### config.mk
export PLATFORM = sky130hd
export DESIGN_NAME = frame_sequencer
export DESIGN_NICKNAME = d
export VERILOG_FILES = /design/src/rtl/frame_sequencer.sv
export SDC_FILE = /design/constraint.sdc
export NUM_CORES = 1
export LEC_CHECK = 0
export BUFFER_PORTS_ARGS = -buffer_cell sky130_fd_sc_hd__buf_2
export CAP_MARGIN = 30
export CORE_ASPECT_RATIO = 1.25
export CORE_MARGIN = 2
export CORE_UTILIZATION = 55
export CTS_CLUSTER_DIAMETER = 30
export DETAILED_ROUTE_END_ITERATION = 16
export GPL_TIMING_DRIVEN = 0
export MAX_ROUTING_LAYER = met4
export PLACE_DENSITY = 0.84
export RECOVER_POWER = 100
export REMOVE_ABC_BUFFERS = 1
export SYNTH_ARGS = -nofsm -noshare
export SYNTH_HDL_FRONTEND = slang
export SYNTH_SLANG_ARGS = --single-unit
### constraint.sdc
create_clock -name clk -period 6 [get_ports clk]
set_input_delay 1.2 -clock clk [delete_from_list [all_inputs] [get_ports clk]]
set_output_delay 1.2 -clock clk [all_outputs]
set_load 0.01 [all_outputs]
### src/rtl/frame_sequencer.sv
// Run sequencer: walks a frame through FETCH/CORE row batches, then hands off to VGA.
// Optional watchdog enabled by defining SEQ_TIMEOUT_EN.
module frame_sequencer #(
    parameter int unsigned MAX_ROW   = 240,
    parameter int unsigned MAX_COL   = 320,
    parameter int unsigned TILE_ROWS = 4,
    parameter int unsigned ROW_W     = 9,
    parameter int unsigned COL_W     = 9,
    parameter int unsigned TMO_W     = 16
) (
    input  logic             clk,
    input  logic             rst_n,
    input  logic             start_i,
    input  logic             abort_i,
    input  logic             vga_run_i,
    input  logic             fetch_done_i,
    input  logic             core_done_i,
    output logic             fetch_start_o,
    output logic [ROW_W-1:0] fetch_row_o,
    output logic [ROW_W-1:0] fetch_rows_o,
    output logic [COL_W-1:0] fetch_cols_o,
    output logic             core_start_o,
    output logic             vga_en_o,
    output logic             busy_o,
    output logic             done_o,
    output logic             error_o,
    output logic [2:0]       state_o
);

    localparam int unsigned RW1 = ROW_W + 1;

    localparam logic [2:0] S_IDLE    = 3'd0;
    localparam logic [2:0] S_FETCH   = 3'd1;
    localparam logic [2:0] S_CORE    = 3'd2;
    localparam logic [2:0] S_VGA_RUN = 3'd3;
    localparam logic [2:0] S_DONE    = 3'd4;
    localparam logic [2:0] S_ERR     = 3'd5;

    localparam logic [ROW_W-1:0] ROWS_RST =
        (TILE_ROWS < MAX_ROW) ? ROW_W'(TILE_ROWS) : ROW_W'(MAX_ROW);

    logic [2:0]       r_state;
    logic [ROW_W-1:0] r_row;
    logic [ROW_W-1:0] r_rows;
    logic             r_fetch_start;
    logic             r_core_start;
    logic             r_vga_en;
    logic             r_busy;
    logic             r_done;

    logic [2:0]       w_state_nxt;
    logic [ROW_W-1:0] w_row_nxt;
    logic [ROW_W-1:0] w_rows_nxt;
    logic             w_fetch_start_nxt;
    logic             w_core_start_nxt;
    logic [RW1-1:0]   w_row_sum;
    logic [RW1-1:0]   w_rem;
    logic             w_timeout;

`ifdef SEQ_TIMEOUT_EN
    localparam logic [TMO_W-1:0] TMO_LAST = ~TMO_W'(1);

    logic [TMO_W-1:0] r_tmo;
    logic             r_error;

    // Counter reaches all-ones on the same edge the FSM moves to S_ERR.
    assign w_timeout = (r_tmo == TMO_LAST);

    always_ff @(posedge clk) begin
        if (!rst_n) begin
            r_tmo   <= '0;
            r_error <= 1'b0;
        end else begin
            if (w_state_nxt != r_state)
                r_tmo <= '0;
            else if (r_state == S_FETCH || r_state == S_CORE)
                r_tmo <= r_tmo + TMO_W'(1);

            if (w_state_nxt == S_ERR && r_state != S_ERR)
                r_error <= 1'b1;
            else if (r_state == S_IDLE && start_i && !abort_i)
                r_error <= 1'b0;
        end
    end

    assign error_o = r_error;
`else
    assign w_timeout = 1'b0;
    assign error_o   = 1'b0 && (TMO_W > 0);
`endif

    always_ff @(posedge clk) begin
        if (!rst_n) begin
            r_state       <= S_IDLE;
            r_row         <= '0;
            r_rows        <= ROWS_RST;
            r_fetch_start <= 1'b0;
            r_core_start  <= 1'b0;
            r_vga_en      <= 1'b0;
            r_busy        <= 1'b0;
            r_done        <= 1'b0;
        end else begin
            r_state       <= w_state_nxt;
            r_row         <= w_row_nxt;
            r_rows        <= w_rows_nxt;
            r_fetch_start <= w_fetch_start_nxt;
            r_core_start  <= w_core_start_nxt;
            r_vga_en      <= (w_state_nxt == S_VGA_RUN);
            r_busy        <= (w_state_nxt != S_IDLE);
            r_done        <= (w_state_nxt == S_DONE);
        end
    end

    // Next state and next registered outputs; a start pulse still high means first cycle.
    always_comb begin
        w_state_nxt = r_state;
        w_row_nxt   = r_row;
        w_row_sum   = {1'b0, r_row} + RW1'(TILE_ROWS);

        case (r_state)
            S_IDLE: begin
                if (start_i) begin
                    w_row_nxt   = '0;
                    w_state_nxt = S_FETCH;
                end
            end
            S_FETCH: begin
                if (fetch_done_i && !r_fetch_start)
                    w_state_nxt = S_CORE;
                else if (w_timeout)
                    w_state_nxt = S_ERR;
            end
            S_CORE: begin
                if (core_done_i && !r_core_start) begin
                    if (w_row_sum < RW1'(MAX_ROW)) begin
                        w_row_nxt   = w_row_sum[ROW_W-1:0];
                        w_state_nxt = S_FETCH;
                    end else begin
                        w_state_nxt = vga_run_i ? S_VGA_RUN : S_DONE;
                    end
                end else if (w_timeout) begin
                    w_state_nxt = S_ERR;
                end
            end
            S_VGA_RUN: begin
                if (!vga_run_i)
                    w_state_nxt = S_DONE;
            end
            S_DONE:  w_state_nxt = S_IDLE;
            S_ERR: begin
                if (!start_i)
                    w_state_nxt = S_IDLE;
            end
            default: w_state_nxt = S_IDLE;
        endcase

        if (abort_i) begin
            w_state_nxt = S_IDLE;
            w_row_nxt   = '0;
        end

        w_rem             = RW1'(MAX_ROW) - {1'b0, w_row_nxt};
        w_rows_nxt        = (w_rem < RW1'(TILE_ROWS)) ? w_rem[ROW_W-1:0] : ROW_W'(TILE_ROWS);
        w_fetch_start_nxt = (w_state_nxt == S_FETCH) && (r_state != S_FETCH);
        w_core_start_nxt  = (w_state_nxt == S_CORE) && (r_state != S_CORE);
    end

    assign fetch_start_o = r_fetch_start;
    assign fetch_row_o   = r_row;
    assign fetch_rows_o  = r_rows;
    assign fetch_cols_o  = COL_W'(MAX_COL);
    assign core_start_o  = r_core_start;
    assign vga_en_o      = r_vga_en;
    assign busy_o        = r_busy;
    assign done_o        = r_done;
    assign state_o       = r_state;

endmodule

==> flow_metrics.tcl <==
set metrics [dict create \
    status "finished clean" \
    slowest_delay_ns 0.56 \
    synthFlopType "dfxtp_1" \
    grt_setup_unrepaired "false" \
    drtIter0Drc 40 \
    cts_resized 0 \
    path_cells "buf_2, nor2b_1, o211ai_1, a21oi_1, and3_1, nor2_1, o32a_1, or4_1" \
    met1_length_um 1390 \
    worst_slack_ns 2.66 \
    cp.required_ns 6.21 \
    cts.sink_count 26 \
    rrSetupSlack_ns 2.69 \
    top_layer_used "met4" \
    yosysSeqAreaShare 0.350 \
    core_um2 2630 \
    wirelength_um 3150 \
    drive_above_1_share 0.0762 \
    worstSetupPathType "input port to flop" \
    die_w_um 50.5 \
    worst_hold_slack_ns 0.508 \
    die_area_um2 3140 \
    whs_path_depth 2 \
    cp.arrival_ns 3.55 \
    startpoint_type "input port" \
    cts_setup_buffers 0 \
    final_nets 220 \
    min_period_ns 3.34 \
    die_h_um 62.2 \
    wl_met2_um 1560 \
    grt_pass1_wl_um 5140 \
    dr_wl_met3_um 159 \
    skew_ns 0.00352 \
    dp_slack_ns 2.32 \
    fin_crit_sh 0.557 \
    reg2reg_depth 9 \
    drcViolationCount 0 \
    fin_area_um2 1650 \
    crit_slowest_cell "nor2b_1" \
    cts_buffers 3 \
    cts_tree "built" \
    max_slew_margin 0.532 \
    hold_violations 0 \
    grt_max_degree 18 \
    fillers 248 \
    tightest_slew_ns 0.700 \
    area_delta_synth_final_pct 11.0 \
    avgSynthCellArea_um2 8.36 \
    max-vdd-ir-drop_mv 0.173 \
    antennaDiodeCount 0 \
    post-route-util 0.629 \
    io-pin-count 43 \
    vias 1381 \
    slew_violations 0 \
    hp-class "flop to flop" \
    cp_max_fo 8 \
    dpl-instance-area_um2 1630 \
    htree_levels 1 \
    path_depth 8 \
    yosysWarnings 0 \
    dp.cells 240 \
    grt.overflow.total 0 \
    synth_area_um2 1490 \
    maxCapViolations 0 \
    power_density_nw_per_um2 193 \
    path_buf_inv 1 \
    p_leak_nw 0.623 \
    dp_hpwl_um 2340 \
    port_buffers 32 \
    power_mw 0.319 \
    wire_per_inst_um 12.9 \
    ctsRootBufferMaster "clkbuf_4" \
    antenna_found_initial 0 \
    grtUsageTotal 0.209 \
    clk_pin_slew_ns 0.13 \
    clock_path_buffers 2 \
    finalSetupViolCount 0 \
    max_freq_mhz 299 \
    final_cells 244 \
    grt_pass1_vias 1266 \
    avgViaCountPerCell 5.66 \
    insertion_delay_ns 0.32 \
    gp_congestion 0.824 \
    crit_family "simple AND/OR/NAND/NOR gates" \
    synth.distinct_cells 57 \
    multiInputGateArea_um2 896 \
    holdBufCountCts 0 \
    final-seq-area_um2 520 \
    ys_ff_latch 26 \
    netlist_instances 178 \
    synthArstFlopShare 0 \
    core.rowCount 21 \
    critPathCaptureType "flop" \
    start_util 0.567 \
    synth_edf_count 0 \
    postRouteAntennaNets 0 \
    finalSetupTns_ns 0 \
    first_pass_iters 4 \
]
==> worst paths after layout <==
path	from	to
worst max-delay path	core_done_i	fetch_rows_o[2]
worst min-delay path	fetch_row_o[0]	fetch_row_o[0]
worst max register to register	fetch_row_o[2]	fetch_rows_o[2]
worst min register to register	fetch_row_o[0]	fetch_row_o[0]
==> cells in the mapped netlist, types with 2 or more instances <==
| cell type | count | share of area |
|---|---|---|
| dfxtp_1 | 26 | 0.35 |
| nor2_1 | 18 | 0.045 |
| nand2_1 | 16 | 0.040 |
| buf_4 | 10 | 0.050 |
| a21oi_1 | 6 | 0.020 |
| nand2b_1 | 6 | 0.025 |
| nand3_1 | 6 | 0.020 |
| o21ai_0 | 6 | 0.020 |
| mux2i_1 | 5 | 0.034 |
| and2_1 | 4 | 0.017 |
| buf_2 | 4 | 0.013 |
| clkbuf_1 | 4 | 0.010 |
| inv_1 | 4 | 0.010 |
| nor4_1 | 4 | 0.017 |
| a211oi_1 | 3 | 0.015 |
| nor2b_1 | 3 | 0.013 |
| a31oi_1 | 2 | 0.0084 |
| and3_1 | 2 | 0.0084 |
| conb_1 | 2 | 0.0050 |
| ha_1 | 2 | 0.017 |
| nand3b_1 | 2 | 0.010 |
| nor4b_1 | 2 | 0.012 |
| o211ai_1 | 2 | 0.010 |
| o21ai_1 | 2 | 0.0067 |
| o32a_1 | 2 | 0.013 |
| o32ai_1 | 2 | 0.012 |
| or3_1 | 2 | 0.0084 |
| xor2_1 | 2 | 0.012 |
==> report_power, final <==
group          total, mW  switching [mW]  internal (mW)
Combinational     0.0243          0.0175        0.00676
Clock              0.117          0.0495         0.0676
Sequential         0.178         0.00171          0.176
Total              0.319          0.0687          0.250
==> tightest hold or removal path: stages, from the launching register on <==
cell     delay, ns
dfxtp_1       0.35
nand3_1       0.09
inv_1         0.04
==> layout make-up <==
| class | instances | share of cell area |
|---|---|---|
| Clock buffer | 3 | 0.0136 |
| Clock inverter | 1 | 0.0182 |
| Inverter | 4 | 0.00908 |
| Multi-Input combinational cell | 144 | 0.542 |
| Sequential cell | 26 | 0.315 |
| Tap cell | 34 | 0.0257 |
| Timing Repair Buffer | 32 | 0.0765 |
==> state kept, by name (all words and copies together), names as in the netlist <==
signal and count:
done_o 1, state_o 3, fetch_rows_o 9, vga_en_o 1
fetch_row_o 9, fetch_start_o 1, busy_o 1, core_start_o 1
==> per-layer routing <==
| metal | GRT usage | vias up |
|---|---|---|
| met5 | - | - |
| li1 | - | 684 |
| met3 | 0.0144 | 4 |
| met4 | 0.0845 | 0 |
| met2 | 0.347 | 42 |
| met1 | 0.261 | 651 |
==> cells by family (layout without fill, tap and decap cells) <==
logic type / count (synthesis) / in the layout / synth area share
flops: 26 / 26 / 0.350
buf+inv: 22 / 40 / 0.0840
simple gates: 76 / 76 / 0.271
compound gates: 41 / 41 / 0.214
xor+xnor: 3 / 3 / 0.0177
fa+ha+maj: 2 / 2 / 0.0168
other cells: 2 / 16 / 0.00504
mux: 6 / 6 / 0.0412
==> cells in the final DEF, fill, tap and decap left out, drive strengths merged, types with 2 or more instances in the layout <==
cell type  instances
nand3              6
mux2i              5
a21boi             2
nor4b              2
ha                 2
a21oi              6
a211oi             4
inv                4
o21ai              8
o211ai             2
conb              16
nor4               4
nand3b             2
o32a               2
nor2b              3
nand2b             6
clkbuf            30
and2               5
dfxtp             26
nor2              19
or3                3
buf                5
and3               2
a31oi              3
nand2             16
o32ai              2
xor2               2
Note: power is estimated with default switching activity, not from simulation.
